--- src/rtl/w_74hc191.sv ---
// w_74hc191: synchronous presettable up/down binary counter in the style of
// the 74HC191. The load is synchronous and TC/RC_N are purely combinational
// from the count, so the whole block runs on CP. The only exception is the
// asynchronous master clear.
module w_74hc191 #(
    parameter int WIDTH = 4
) (
    input  logic             CP,
    input  logic             MR_N,
    input  logic             CE_N,
    input  logic             U_D,
    input  logic             PL_N,
    input  logic [WIDTH-1:0] D,
    output logic [WIDTH-1:0] Q,
    output logic             TC,
    output logic             RC_N
);

    // Sized increment/decrement step, so the add and subtract stay at WIDTH bits.
    localparam logic [WIDTH-1:0] ONE = {{(WIDTH-1){1'b0}}, 1'b1};

    logic [WIDTH-1:0] count_q;
    logic [WIDTH-1:0] count_d;

    // Next count: load has priority over counting, and counting has priority over hold.
    always_comb begin
        count_d = count_q;
        if (!PL_N) begin
            count_d = D;
        end else if (!CE_N) begin
            if (U_D) begin
                count_d = count_q - ONE;
            end else begin
                count_d = count_q + ONE;
            end
        end
    end

    // Count register with an asynchronous clear from the master reset.
    always_ff @(posedge CP or negedge MR_N) begin
        if (!MR_N) begin
            count_q <= '0;
        end else begin
            count_q <= count_d;
        end
    end

    assign Q = count_q;

    // The terminal count depends only on the state and the direction.
    // This lets a direction change show up on TC immediately.
    assign TC   = U_D ? (count_q == '0) : (count_q == '1);

    // The ripple carry/borrow is gated only by the enable and never by CP.
    // This keeps the cascade chain free of clock glitches.
    assign RC_N = ~(TC & ~CE_N);

endmodule

--- config.mk ---
export PLATFORM = sky130hd
export DESIGN_NAME = w_74hc191
export DESIGN_NICKNAME = d
export VERILOG_FILES = /design/src/rtl/w_74hc191.sv
export SDC_FILE = /design/constraint.sdc
export NUM_CORES = 1
export LEC_CHECK = 0
export ABC_AREA = 1
export CAP_MARGIN = 20
export CORE_AREA = 2 2 39 41
export CTS_BUF_LIST = sky130_fd_sc_hd__clkbuf_2
export CTS_CLUSTER_SIZE = 30
export DETAILED_ROUTE_END_ITERATION = 12
export DIE_AREA = 0 0 41 43
export HOLD_SLACK_MARGIN = 0.03
export SLEW_MARGIN = 20
export SYNTH_ARGS = -nofsm -noshare
export SYNTH_HDL_FRONTEND = slang
export SYNTH_SLANG_ARGS = --single-unit
--- constraint.sdc ---
create_clock -name CP -period 1.4 [get_ports CP]
set_clock_uncertainty 0.1 [all_clocks]
set_input_delay 0.21 -clock CP [delete_from_list [all_inputs] [get_ports CP]]
set_output_delay 0.21 -clock CP [all_outputs]
set_load 0.03 [all_outputs]
# After elaboration in Yosys (flattened, before gate mapping)
# Cells that the tools add are included.
# op_classes
add_sub_neg	2
mul	0
div	0
order_cmp	0
n_eq_ne	2
shifts	0
mux	4
bitwise	3
reduce_logical	1
# ops
operator	count
$mux 4	3
$add 4x1->4 const B	1
$eq 4x4->1 const B	1
$logic_not 4->1	1
$sub 4x1->4 const B	1
$ne 2x2->1 const B	1
$not 1->1	2
$and 1x1->1	1
$mux 1	1
# totals
register_bits	4
latchBits	0
ram_bits	0
romBits	0
inputBits	9
out_inout_bits	6
wordCells	13
n_memories	0

# Logic depth before layout (Yosys ltp)
# depth
ltp_word	4
depth_mapped	7
mapped_depth_nobuf	7

# Worst setup path after synthesis
# No wires, ideal clock.
# synth_path
kind	register to output
from	register count_q[0] (netlist: Q[0])
to	output port RC_N
arrival_ns	1.333
required_ns	1.090
slack_ns	-0.243
stages_incl_launch_ff	4
n_path_buf	0
cell_sequence	dfrtp_1 > nand3_1 > o21ai_2 > nand2_1
# synth_via
elab_chain_len	4
word_cells_on_any_way	5
classes_between	eq/ne: 1; mux: 1; bitwise: 2; reduce/logical: 1
# synth_rtl
item	line	text
from (decl)	22	logic [WIDTH-1:0] count_q;
from (signal assigned)	44	count_q <= count_d;
$eq 4x4->1 / $logic_not 4->1 (equally long branches)	52	assign TC = U_D ? (count_q == '0) : (count_q == '1);
$mux 1 *	52	
named net TC	15	output logic TC,
$and 1x1->1 *	56	assign RC_N = ~(TC & ~CE_N);
$not 1->1 *	56	
to (decl)	16	output logic RC_N
# Mark *: on every way through the listed nets, which the timed path passes. The rest lies on a longest branch.

# Worst setup path in the final report
# layout_path
from	register count_q[0] (netlist: Q[0])
to	output port RC_N
# layout_via
elab_chain_len	4
word_cells_on_any_way	5
classes_between	eq/ne: 1; mux: 1; bitwise: 2; reduce/logical: 1
# layout_rtl
item	line
$eq 4x4->1 / $logic_not 4->1 (equally long branches)	52
$mux 1 *	52
$and 1x1->1 *	56
$not 1->1 *	56
# Every way passes the cells marked *; elsewhere a longest branch is shown, timed or not.

==> impl_summary.md <==
STA
Setup repair after global routing could not meet its margin everywhere. Derived from the worst setup path, the maximum achievable clock frequency is ~670 MHz. The setup-violating endpoint count in the final report is 5. The worst pin sits at a relative slew slack of 0.8039. The slew at the pin closest to its max-slew limit is around 0.30 ns.

Dividing the final minimum period by the clock period gives 1.065. The final count of hold timing violations is 0. The max-slew violation total from the final report is 0. The worst path in the final design needs a cycle of ~1.5 ns, including I/O delays and setup. Across all setup checks in the final design, the least slack found is -0.09096 ns.

Drt
For this run, the detailed router's first-pass iteration total came to 2. The violation count after the first detailed-route iteration is 2. The wire length reported by the detailed router is 856 um. The post-detailed-route via-to-cell ratio is ~4.4. The DRC violation count after routing is 0.

The number of antenna-violating nets in the routed design is 0. In the final routed layout, each cell accounts on average for about 9.7 um. The vias after detailed routing is between 300 and 400.

Clocking
For the worst-skew pair, the clock arrives at the later sink with an insertion delay of between 0.2 and 0.25 ns. The CTS buffer count is 3. The clock tree from TritonCTS is done. CTS built an H-tree with a depth of 1.

CTS placed an instance of clkbuf_2 at the clock tree root. The tree built by TritonCTS fans out to 4 sinks. The register clock-pin slew on the reported worst setup and hold paths is 0.05 ns. No sink is reached through more buffers than the 2 on the longest clock path.

Layout
The number of nets in the layout is 86. Of the cells placed in the final design, the portion with a size suffix greater than 1 is 0.4028. The register with the most flip-flops in the layout has 4 of them. Leaving out fill and tap cells, the most frequent cell in the layout is nand2_1. The finished cells cover between 600 and 700 um2. Relative to the synthesized area, the layout overhead comes to 75.00%. The antenna cell count is 0. The library cells used most frequently in the layout, excluding fill and tap cells, are 16 x nand2_1, 7 x clkdlybuf4s50_1, 6 x buf_4. The filler cell count is around 150.

Setup path
The element type at the critical path end is an output port. Traced cell by cell, the critical path runs through nor3_2 > nand2_1 > o21ai_4 > nand2_2 > buf_6. The termination of the worst setup path is RC_N. The critical path in this run is classified as reg -> out.

The worst endpoint required time is 1.09 ns. Measured in cells, the most critical reg-to-reg path has a length of 7. In this run the critical register-to-register path is launched from Q[2].

The maximum fanout along the worst path is 4. The critical path depth in cells is 5. The sum of buffers and inverters on the critical path is 1. The endpoint identified for the worst register-to-register timing path is Q[3]. The critical path starts at Q[0].

The arrival time reported for the critical path endpoint is between 1 and 1.5 ns. The setup check on the worst reg-to-reg path leaves a slack of -0.03 ns. In this design, the stage delay of the slowest critical-path cell is ~0.42 ns. In this design, the largest share of critical-path delay is due to flip-flops.

The largest individual stage delay along the critical path comes from the cell dfrtp_2. The worst setup path is launched from a register.

Logic synthesis
The gate count of the mapped netlist is 49. Summing every instance area after synthesis gives ~350 um2. The net count of the mapped netlist is between 60 and 70. The synthesized flop and latch total is 4. The biggest area contributor in the post-synthesis netlist is dfrtp_1. Yosys printed 0 warnings. Ranked by total cell area, the synthesized netlist is headed by dfrtp_1 29%, nand2_1 18%, inv_1 8.7%. The synthesized area divided by synthesized cell count is around 7.0 um2.

The count of unique library cells instantiated by Yosys is 17. The sequential area share after synthesis is 0.2899. The share of the synthesized area in the top cell type is 0.2899.

Floorplanning
The die boundary width is 41 um. The die covers between 1500 and 2000 um2. The placement row count is 14. The initial utilization of the core area, before any placement, comes to 0.2495. The number of placed I/O pins is 15.

The region available for standard cell placement spans about 1400 um2. The die outline height is 43 um.

Flow run
The max-cap check violation count is 0.

Pwr
Of the total power, combinational logic draws 0.544. In this run the power density over the cells is 974.0 nW/um2. In this run the power spent charging and discharging nets is roughly 240 uW.

The relative contribution of sequential cells to total power is 0.272. The share of total power dissipated in the clock network is 0.184. The internal power component is between 300 and 400 uW. The worst vdd rail ir drop is about 0.00036 V. The share of total power consumed by net switching is 0.4092. In this run the static leakage power is 0.2977 nW. The design draws 588.6 uW.

Global routing
Entering global routing, the biggest net connects 6 pins. The number of global-route vias before repair is between 300 and 400. The first-pass GRT wire length is 1442 um. The total congestion overflow is 0. The initial antenna violation count is 0. The global-route total usage across every layer is 0.1293.

Placement
Port buffering added 14 buffers. At the end of routability-driven placement, the weighted congestion stood at between 0.7 and 0.8. The placed wire-length estimate after detailed placement is around 700 um.

The post-place instance area is 548.0 um2.

Run status
The checks that failed: setup timing. The run finished, with violations left.

Min path
The type of the tightest min-delay check is in -> async.
==> power groups by stage <==
stage | registers, mW | clock network (mW) | logic [mW]
2_1_floorplan | 0.203 | 0 | 0.127
3_3_place_gp | 0.170 | 0 | 0.275
3_5_place_dp | 0.168 | 0 | 0.282
4_1_cts | 0.159 | 0.117 | 0.314
5_1_grt | 0.164 | 0.123 | 0.356
6_report | 0.160 | 0.108 | 0.320
==> cells by family (layout without fill, tap and decap cells) <==
kind of cell	Yosys count	after routing	share of synthesized area
flops	4	4	0.2899
compound gates	6	6	0.1268
fa+ha+maj	3	3	0.1304
buf+inv	10	33	0.1087
xor+xnor	1	1	0.02537
simple gates	25	25	0.3188
==> Yosys cell counts <==
cell type,n
dfrtp_1,4
o21ai_1,2
or2_1,1
nor2_1,1
ha_1,2
nand2_1,17
fa_1,1
o21ai_0,1
o211ai_2,1
inv_2,2
o21ai_2,1
nor3_1,1
inv_1,8
nor2_4,1
xor2_1,1
nand3_1,4
o21bai_1,1
==> per-stage QoR <==
step	cells	setup TNS [ns]	util	worst slack [ns]	hold WS (ns)
after floorplan	49	-0.003595	-	-0.003595	-0.1856
after global placement	82	-1.317	0.3960	-0.2984	0.3237
after detailed placement	82	-1.422	0.3960	-0.3169	0.3268
after CTS	88	-0.2873	0.4295	-0.1207	0.08575
after global routing	88	-0.5424	0.4367	-0.1627	0.09539
final	88	-0.2166	0.4367	-0.09096	0.09616
==> cell type report <==
class | instances | area (um2) | area share
Inverter | 10 | 40.04 | 0.06625
Sequential cell | 4 | 105.1 | 0.1739
Multi-Input combinational cell | 35 | 237.7 | 0.3934
Timing Repair Buffer | 20 | 186.4 | 0.3085
Tap cell | 16 | 20.02 | 0.03313
Clock buffer | 3 | 15.01 | 0.02484
==> worst min-delay path by stage <==
stage / to / slack [ns] / cells past startpoint / startpoint
floorplan: Q[0] / -0.19 / 0 / MR_N
global placement: Q[1] / 0.32 / 1 / MR_N
detailed placement: Q[0] / 0.33 / 1 / MR_N
CTS: Q[0] / 0.09 / 1 / MR_N
global route: Q[0] / 0.1 / 1 / MR_N
finish: Q[3] / 0.1 / 1 / MR_N
==> metal layers <==
| metal | share of wire | wire (um) | global-route usage |
|---|---|---|---|
| met1 | 0.43 | 367 | 0.1508 |
| met2 | 0.51 | 434 | 0.1906 |
| met3 | 0.047 | 40 | 0.04712 |
| met4 | 0.016 | 14 | 0.08000 |
| met5 | 0 | 0 | 0 |
==> what timing repair did <==
item / in CTS / in global routing
endpoints found under the setup margin: 7 / 6
gates resized for setup: 7 / 4
setup buffers: 3 / 0
hold endpoints to repair: 0 / 0
hold buffers: 0 / 0
pin swaps: 3 / 1
(Power assumes the default switching activity.)
